==> src/rtl/car_sched_pkg.sv <==
// car_sched_pkg: shared state encoding, car count and coordinate widths for the frame scheduler
package car_sched_pkg;
    localparam int NUM_CARS = 2;
    localparam int X_W = 8;
    localparam int Y_W = 7;
    localparam int DIR_W = 3;
    localparam int COLOUR_W = 9;
    typedef enum logic [2:0] {
        S_IDLE       = 3'd0,
        S_LATCH      = 3'd1,
        S_ERASE_REQ  = 3'd2,
        S_ERASE_WAIT = 3'd3,
        S_DRAW_REQ   = 3'd4,
        S_DRAW_WAIT  = 3'd5,
        S_DONE       = 3'd6
    } state_t;
endpackage

==> src/rtl/car_sched_watchdog.sv <==
// car_sched_watchdog: per-request cycle counter that flags expiry after TIMEOUT waiting cycles
module car_sched_watchdog #(
    parameter int TIMEOUT = 1023
) (
    input  logic iClock,
    input  logic iResetn,
    input  logic i_clear,
    input  logic i_enable,
    output logic o_expire
);
    localparam int CW = $clog2(TIMEOUT + 1);
    logic [CW-1:0] r_count;
    always_ff @(posedge iClock) begin
        if (!iResetn || i_clear) r_count <= '0;
        else if (i_enable) r_count <= r_count + 1'b1;
    end
    assign o_expire = i_enable && (r_count == CW'(TIMEOUT - 1));
endmodule

==> src/rtl/car_frame_scheduler.sv <==
// car_frame_scheduler: per-frame erase-then-draw sequencer for two cars with VGA stream mux
module car_frame_scheduler
    import car_sched_pkg::*;
#(
    parameter int TIMEOUT = 1023
) (
    input  logic                iClock,
    input  logic                iResetn,
    input  logic                iEnable,
    input  logic                iFrameTick,
    input  logic [X_W-1:0]      iX0,
    input  logic [X_W-1:0]      iX1,
    input  logic [Y_W-1:0]      iY0,
    input  logic [Y_W-1:0]      iY1,
    input  logic [DIR_W-1:0]    iDir0,
    input  logic [DIR_W-1:0]    iDir1,
    output logic [X_W-1:0]      oRX,
    output logic [Y_W-1:0]      oRY,
    output logic [DIR_W-1:0]    oRdir,
    output logic                oEraseCar,
    input  logic                iEraseCarDone,
    output logic                oDrawCar,
    input  logic                iDrawCarDone,
    input  logic [X_W-1:0]      iEraseX,
    input  logic [X_W-1:0]      iDrawX,
    input  logic [Y_W-1:0]      iEraseY,
    input  logic [Y_W-1:0]      iDrawY,
    input  logic [COLOUR_W-1:0] iEraseColour,
    input  logic [COLOUR_W-1:0] iDrawColour,
    input  logic                iErasePlot,
    input  logic                iDrawPlot,
    output logic [X_W-1:0]      oX,
    output logic [Y_W-1:0]      oY,
    output logic [COLOUR_W-1:0] oColour,
    output logic                oPlot,
    output logic                oBusy,
    output logic                oFrameDone,
    output logic                oOverrun,
    output logic                oTimeout
);
    state_t r_state, w_next;
    logic r_idx, r_old_valid, r_overrun, r_timeout;
    logic [X_W-1:0]   r_old_x [NUM_CARS];
    logic [X_W-1:0]   r_new_x [NUM_CARS];
    logic [Y_W-1:0]   r_old_y [NUM_CARS];
    logic [Y_W-1:0]   r_new_y [NUM_CARS];
    logic [DIR_W-1:0] r_old_d [NUM_CARS];
    logic [DIR_W-1:0] r_new_d [NUM_CARS];
    logic w_erase, w_draw, w_req, w_wait, w_done, w_expire, w_advance;

    assign w_erase   = (r_state == S_ERASE_REQ) || (r_state == S_ERASE_WAIT);
    assign w_draw    = (r_state == S_DRAW_REQ) || (r_state == S_DRAW_WAIT);
    assign w_req     = (r_state == S_ERASE_REQ) || (r_state == S_DRAW_REQ);
    assign w_wait    = (r_state == S_ERASE_WAIT) || (r_state == S_DRAW_WAIT);
    assign w_done    = (r_state == S_ERASE_WAIT && iEraseCarDone) || (r_state == S_DRAW_WAIT && iDrawCarDone);
    assign w_advance = w_done || w_expire;

    car_sched_watchdog #(.TIMEOUT(TIMEOUT)) u_watchdog (
        .iClock   (iClock),
        .iResetn  (iResetn),
        .i_clear  (w_req),
        .i_enable (w_wait),
        .o_expire (w_expire)
    );

    always_comb begin
        w_next = r_state;
        case (r_state)
            S_IDLE:       w_next = (iFrameTick && iEnable) ? S_LATCH : S_IDLE;
            S_LATCH:      w_next = r_old_valid ? S_ERASE_REQ : S_DRAW_REQ;
            S_ERASE_REQ:  w_next = S_ERASE_WAIT;
            S_ERASE_WAIT: w_next = w_advance ? (r_idx ? S_DRAW_REQ : S_ERASE_REQ) : S_ERASE_WAIT;
            S_DRAW_REQ:   w_next = S_DRAW_WAIT;
            S_DRAW_WAIT:  w_next = w_advance ? (r_idx ? S_DONE : S_DRAW_REQ) : S_DRAW_WAIT;
            default:      w_next = S_IDLE;
        endcase
    end

    // strobes are gated by reset so they fall in the cycle reset asserts
    assign oEraseCar  = iResetn && (r_state == S_ERASE_REQ);
    assign oDrawCar   = iResetn && (r_state == S_DRAW_REQ);
    assign oFrameDone = iResetn && (r_state == S_DONE);

    always_ff @(posedge iClock) begin
        if (!iResetn) begin
            r_state     <= S_IDLE;
            r_idx       <= 1'b0;
            r_old_valid <= 1'b0;
            r_overrun   <= 1'b0;
            r_timeout   <= 1'b0;
            r_old_x     <= '{default: '0};
            r_new_x     <= '{default: '0};
            r_old_y     <= '{default: '0};
            r_new_y     <= '{default: '0};
            r_old_d     <= '{default: '0};
            r_new_d     <= '{default: '0};
        end else begin
            r_state <= w_next;
            if (iFrameTick && r_state != S_IDLE) r_overrun <= 1'b1;
            if (w_expire && !w_done) r_timeout <= 1'b1;
            if (w_wait && w_advance) r_idx <= ~r_idx;
            if (r_state == S_LATCH) begin
                r_idx      <= 1'b0;
                r_new_x[0] <= iX0;
                r_new_x[1] <= iX1;
                r_new_y[0] <= iY0;
                r_new_y[1] <= iY1;
                r_new_d[0] <= iDir0;
                r_new_d[1] <= iDir1;
            end
            if (r_state == S_DONE) begin
                r_old_x     <= r_new_x;
                r_old_y     <= r_new_y;
                r_old_d     <= r_new_d;
                r_old_valid <= 1'b1;
            end
        end
    end

    assign oRX     = w_erase ? r_old_x[r_idx] : w_draw ? r_new_x[r_idx] : r_new_x[0];
    assign oRY     = w_erase ? r_old_y[r_idx] : w_draw ? r_new_y[r_idx] : r_new_y[0];
    assign oRdir   = w_erase ? r_old_d[r_idx] : w_draw ? r_new_d[r_idx] : r_new_d[0];
    assign oX      = w_draw ? iDrawX : iEraseX;
    assign oY      = w_draw ? iDrawY : iEraseY;
    assign oColour = w_draw ? iDrawColour : iEraseColour;
    assign oPlot   = w_erase ? iErasePlot : w_draw ? iDrawPlot : 1'b0;
    assign oBusy    = (r_state != S_IDLE);
    assign oOverrun = r_overrun;
    assign oTimeout = r_timeout;
endmodule

==> config.mk <==
export PLATFORM = sky130hd
export DESIGN_NAME = car_frame_scheduler
export DESIGN_NICKNAME = d
export VERILOG_FILES = /design/src/rtl/car_sched_pkg.sv /design/src/rtl/car_sched_watchdog.sv /design/src/rtl/car_frame_scheduler.sv
export SDC_FILE = /design/constraint.sdc
export NUM_CORES = 1
export LEC_CHECK = 0
export ABC_AREA = 0
export CAP_MARGIN = 15
export CORE_MARGIN = 2
export CORE_UTILIZATION = 48
export CTS_BUF_LIST = sky130_fd_sc_hd__clkbuf_8
export CTS_CLUSTER_SIZE = 10
export DETAILED_ROUTE_END_ITERATION = 6
export PLACE_DENSITY = 0.84
export REMOVE_ABC_BUFFERS = 1
export SLEW_MARGIN = 25
export SYNTH_ARGS = -nofsm -noshare
export SYNTH_HDL_FRONTEND = slang
export SYNTH_SLANG_ARGS = --single-unit
export TNS_END_PERCENT = 30
==> constraint.sdc <==
create_clock -name iClock -period 2.4 [get_ports iClock]
set_input_delay 0.72 -clock iClock [delete_from_list [all_inputs] [get_ports iClock]]
set_output_delay 0.72 -clock iClock [all_outputs]
set_load 0.03 [all_outputs]
Word-level counts from Yosys, hierarchy flattened
Cells that the tools add are included.

cells by class
  add/subtract/negate cells = 1
  magnitude comparators = 1
  eq/ne operators = 7
  muxes and demuxes = 36
  bitwise operators = 3
  reductions and logical operators = 22

operators by type and width
  kind                   number
  $mux 8                 9
  $mux 7                 9
  $mux 3                 11
  $pmux 3 s6             1
  $add 10x1->10 const B  1
  $eq 10x10->1 const B   1
  $logic_and 1x1->1      10
  $eq 3x3->1 const B     3
  $mux 9                 1
  $logic_or 1x1->1       7
  $eq 3x2->1 const B     2
  $mux 2                 2
  $eq 3x1->1 const B     1
  $logic_not 3->1        1
  $mux 1                 3
  $reduce_bool 3->1      1
  $ge 2x2->1 const B     1
  $logic_not 1->1        2
  $not 1->1              2
  $not 1->2              1
  $reduce_or 2->1        1

storage, ports and cells
  bits in registers = 89
  input port bits = 92
  output and inout port bits = 49
  word-level logic and storage cells = 88

Depth between registers and ports, before layout
Gate-level depths: netlist (run 1).

  word-level depth = 6
  depth in mapped cells = 6
  gate-level depth less buffers = 6

Cells and area by module
From an unflattened synthesis (run 1), not the netlist that was laid out.

unflattened totals
  cells, all modules = 604
  area, all modules = 4,227.8 µm²

modules (own cells, without submodules)
  module               times used  cells each  area each (µm²)  seq. area each (µm²)
  car_frame_scheduler  1           550         3,752.3          1,581.5
  car_sched_watchdog   1           54          475.5            200.2

Least setup slack after synthesis (run 1)
Ideal clock, no wire load.

  kind = register to output
  start = register r_state[2]
  end = output port oRX[5]
  data arrival time = 1,649 ps
  data required time = 1,680 ps
  slack = 31 ps
  cell stages (with the launch flop) = 7
  path buffers = 2
  path through = dfxtp_1 buf_4 nand2_1 nor2_4 buf_2 nand2_1 a31oi_1

between the ends
  cells in the longest elaborated chain, start to end = 4
  elaborated cells on any way between the ends = 8
  classes of those cells = eq/ne: 4; mux: 2; reduce/logical: 2

ends and longest elaborated chain
  item                      line                        source
  start: declaration        car_frame_scheduler.sv:41   state_t r_state, w_next;
  start signal: assignment  car_frame_scheduler.sv:98   r_state <= w_next;
  $eq 3x3->1                car_frame_scheduler.sv:52   assign w_draw = (r_state == S_DRAW_REQ) || (r_state == S_DRAW_WAIT);
  $logic_or 1x1->1          car_frame_scheduler.sv:52
  $mux 8                    car_frame_scheduler.sv:120  assign oRX = w_erase ? r_old_x[r_idx] : w_draw ? r_new_x[r_idx] : r_new_x[0];
  $mux 8 *                  car_frame_scheduler.sv:120
  end: declaration          car_frame_scheduler.sv:17   output logic [X_W-1:0] oRX,

Every way passes the cells marked *; elsewhere a longest branch is shown, timed or not.

Worst setup path after layout (run 1)
  start = register r_idx
  end = output port oRX[7]

between the ends
  cells in the longest elaborated chain, start to end = 6
  elaborated cells on any way between the ends = 9
  classes of those cells = mux: 8; bitwise: 1

ends and longest elaborated chain
  item                                        line                        source
  start: declaration                          car_frame_scheduler.sv:42   logic r_idx, r_old_valid, r_overrun, r_timeout;
  start signal: assignment                    car_frame_scheduler.sv:101  if (w_wait && w_advance) r_idx <= ~r_idx;
  $not 1->2 (not written as such) *           car_frame_scheduler.sv:120
  $mux 8 (not written as such) (3 in series)  car_frame_scheduler.sv:120
  $mux 8                                      car_frame_scheduler.sv:120
  $mux 8 *                                    car_frame_scheduler.sv:120

Every way passes the cells marked *; elsewhere a longest branch is shown, timed or not. The select of a mux whose other input is x is not followed.

==> key figures, run 1 <==
Setup path
  – Crit path to: oRX[7]
  – Origin of the worst setup path: r_idx
  – Crit Path Max Fanout: 7
  – Worst R2R Path Depth: 9
  – CP cell instances: nand2_4 > nor2_4 > buf_12 > buf_6 > nand2_4 > a31oi_4 > buf_6
  – Crit path required time: 1.68 ns
  – Critical Path AT: 1.68 ns
  – CP Depth: 7
  – R2R setup slack: 0.41 ns
  – Reg-to-reg endpoint: r_state[2]
  – Slowest stage cell, crit path: dfxtp_4
  – FF-to-FF Start: r_state[1]
  – CP startpoint kind: flip-flop
  – Crit path buffers/inverters: 3
  – Crit end category: output pin
  – CP peak stage delay: 0.40 ns
  – Setup Crit Path Kind: flip-flop to output pin
  – Worst path top cell family by delay: buffers and inverters

Cells and area
  – Nets: 839
  – Most common cell after layout, fill and taps aside: nand2_1
  – Layout cells sized above 1: 16.7%
  – Commonest non-fill, non-tap cells in the layout: nand2_1, clkdlybuf4s50_1, dfxtp_1
  – Multi-input logic area: 0.00258 mm²
  – Layout Utilization: 71.1%
  – Design area: 0.00648 mm²
  – Filler-free cell count of the finished design: 860
  – P&R area growth vs syn: 45.1%
  – Filler cells: 712
  – Register area: 0.00179 mm²
  – Diode count: 0

Logic synthesis
  – Post-Synthesis Cells: 605
  – Post-synth ARST share: 0%
  – Mapped Area: 0.00446 mm²
  – Netlist cell types: 42
  – Top FF cell, synth: dfxtp_1
  – Synth Register Bits: 89
  – Post-synth EDFFs: 0
  – Yosys warning count: 0
  – Syn_area_per_cell: 7.38 µm²
  – Seq/Total Area, Yosys: 39.9%

Clocking
  – Worst skew pair latency: 0.36 ns
  – Root Buffer: clkbuf_8
  – Num CTS Buffers: 9
  – H-tree levels: 3
  – Clock transition at the registers of the reported paths: 0.09 ns
  – CTS sink count: 89
  – CTS tree: built
  – # hold bufs at CTS: 0
  – Clock Tree Buf Depth: 2

Floorplan
  – I/O pin cnt: 141
  – Die Wd: 100 µm
  – Die area: 0.0101 mm²
  – Die height: 100 µm
  – Core area: 0.00911 mm²
  – Starting Density: 49.0%
  – FP Rows: 35

Power
  – Sequential cell fraction of total power: 41.8%
  – Clock Power Share: 33.0%
  – Sw Pwr: 1.10 mW
  – Leak pwr: 2.50 nW
  – Worst ir drop on vdd: 0.370 mV
  – PD cells: 579 mW/mm²
  – Combinational power share: 25.2%
  – Sw frac: 29.2%
  – Pint: 2.66 mW

Drt
  – Routed wire length per instance: 15.2 µm
  – Initial DRC Count: 250
  – Drt total wl: 13.1 mm
  – Pre-antenna DRT Iters: 4
  – ANT nets after route: 0
  – Drc violations: 0
  – Vias: 4603
  – Number of vias per cell: 5.35

Timing
  – Final WS setup: 0.000495 ns
  – Endpoints failing setup: 0
  – Skew final: 0.00772 ns
  – Final Hold Viols: 0
  – Final Slew Violations: 0
  – Fmax: 0.417 GHz
  – RSZ-0062 raised after global routing: true
  – Fin crit share: 100%
  – Slew margin rel.: 61.6%
  – Final worst path period need: 2.40 ns
  – Tightest Pin Transition: 0.576 ns

Worst hold path
  – Min-Delay Path Class: flip-flop to flip-flop

Global routing
  – Tot GR Track Use: 24.5%
  – Pin count of the biggest net entering global routing: 73
  – Global-route wire length before repair: 19.8 mm
  – Global route overflow: 0
  – Vias in the first global route: 4244
  – Initial antenna violation count: 0

Placed design
  – Placed cell count: 838
  – Placed inst area: 0.00600 mm²
  – Placer Congestion: 0.839
  – PortBufs: 140
  – Worst slack at placement: -0.108 ns
  – Post-DP HPWL: 8.63 mm

Flow run
  – Maxcap violations: 0

Status
  – Status: completed
area by class of cell:
class | instances | area share, %
Sequential cell | 89 | 27.7
Multi-Input combinational cell | 471 | 39.8
Clock buffer | 9 | 1.91
Clock inverter | 6 | 1.78
Timing Repair Buffer | 171 | 26.5
Inverter | 3 | 0.212
Tap cell | 111 | 2.14
per-layer routing:
metal  share of wire [%]  GRT usage (%)  vias up  wire length, µm
met5                   0              0        -                0
met4                0.83           6.43        0              108
met3                 7.9           6.27       13             1030
met2                  50           43.9      192             6500
met1                  42           29.1     2129             5450
li1                    -              -     2269                -
logic make-up (layout without fill, tap and decap cells):
logic type | after synthesis | after routing | share of synthesized area (%)
buffers and inverters | 45 | 189 | 5.05
AOI/OAI and AO/OA | 129 | 129 | 21.2
xor gates and xnor gates | 10 | 10 | 1.96
adders and majority gates | 2 | 2 | 0.561
DFF | 89 | 89 | 39.9
and+or+nand+nor | 328 | 328 | 30.8
muxes | 2 | 2 | 0.449
cells in the mapped netlist (3+ instances only):
master	count	area (µm²)
a31oi_1	18	113
buf_1	3	11.3
clkbuf_1	20	75.1
nand3b_1	3	22.5
nand2b_1	4	25.0
a21oi_1	7	35.0
a211oi_1	19	143
buf_2	13	65.1
nand4_1	5	31.3
xor2_1	8	70.1
nor2_1	16	60.1
nor2b_1	22	138
dfxtp_1	89	1780
a21boi_1	30	225
a21boi_0	44	330
buf_6	4	45.0
and2_1	5	31.3
nand2_1	263	987
worst register-to-register path: cells and delay by family, from the launching register on:
| family | cells | cell delay (ns) |
|---|---|---|
| flops | 1 | 0.36 |
| buf+inv | 4 | 0.55 |
| compound gates | 3 | 0.70 |
| simple gates | 2 | 0.32 |
stage by stage:
step / power (mW) / TNS, ns / hold slack [ns]
final: 3.75 / 0 / 0.453
after global routing: 3.90 / -0.534 / 0.471
after CTS: 3.74 / -0.0606 / 0.456
after detailed placement: 2.52 / -0.686 / 0.442
after global placement: 2.51 / -0.221 / 0.436
after floorplan: 2.04 / -19.49 / 0.430
timing repair:
item,CTS,global route
hold endpoints to repair,0,0
pin swaps,3,12
cloned,0,2
gates resized for setup,91,42
endpoints found under the setup margin,46,37
setup buffers,0,5
registers in the layout (all words and copies together) (netlist names):
register,flops
r_new_x,16
r_old_x,16
r_new_y,14
r_old_y,14
u_watchdog.r_count,10
r_new_d,6
r_old_d,6
r_state,3
oOverrun,1
oTimeout,1
r_idx,1
r_old_valid,1
power by group through the flow:
stage	combinational (mW)	clock, mW	sequential (mW)
after detailed placement	0.921	0	1.60
after CTS	0.918	1.25	1.57
after global routing	1.01	1.31	1.58
after floorplan	0.435	0	1.61
final	0.946	1.24	1.57
after global placement	0.907	0	1.60
worst min-delay path by stage:
| stage | depth (start not counted) | slack (ns) | to | start |
|---|---|---|---|---|
| 5_1_grt | 2 | 0.47 | r_old_y[7] | r_old_y[7] |
| 3_5_place_dp | 2 | 0.44 | r_old_y[7] | r_old_y[7] |
| 3_3_place_gp | 2 | 0.44 | r_old_x[13] | r_old_x[13] |
| 6_report | 2 | 0.45 | r_old_x[12] | r_old_x[12] |
| 2_1_floorplan | 2 | 0.43 | r_old_x[10] | r_old_x[10] |
| 4_1_cts | 2 | 0.46 | r_old_x[12] | r_old_x[12] |
Note: power is estimated with default switching activity, not from simulation.
==> run 2, diff against run 1 <==
Settings changed: CTS_CLUSTER_SIZE 10 to not set.
==> results of run 2 <==
The final DEF is identical to that of run 1; final timing and power are the same.
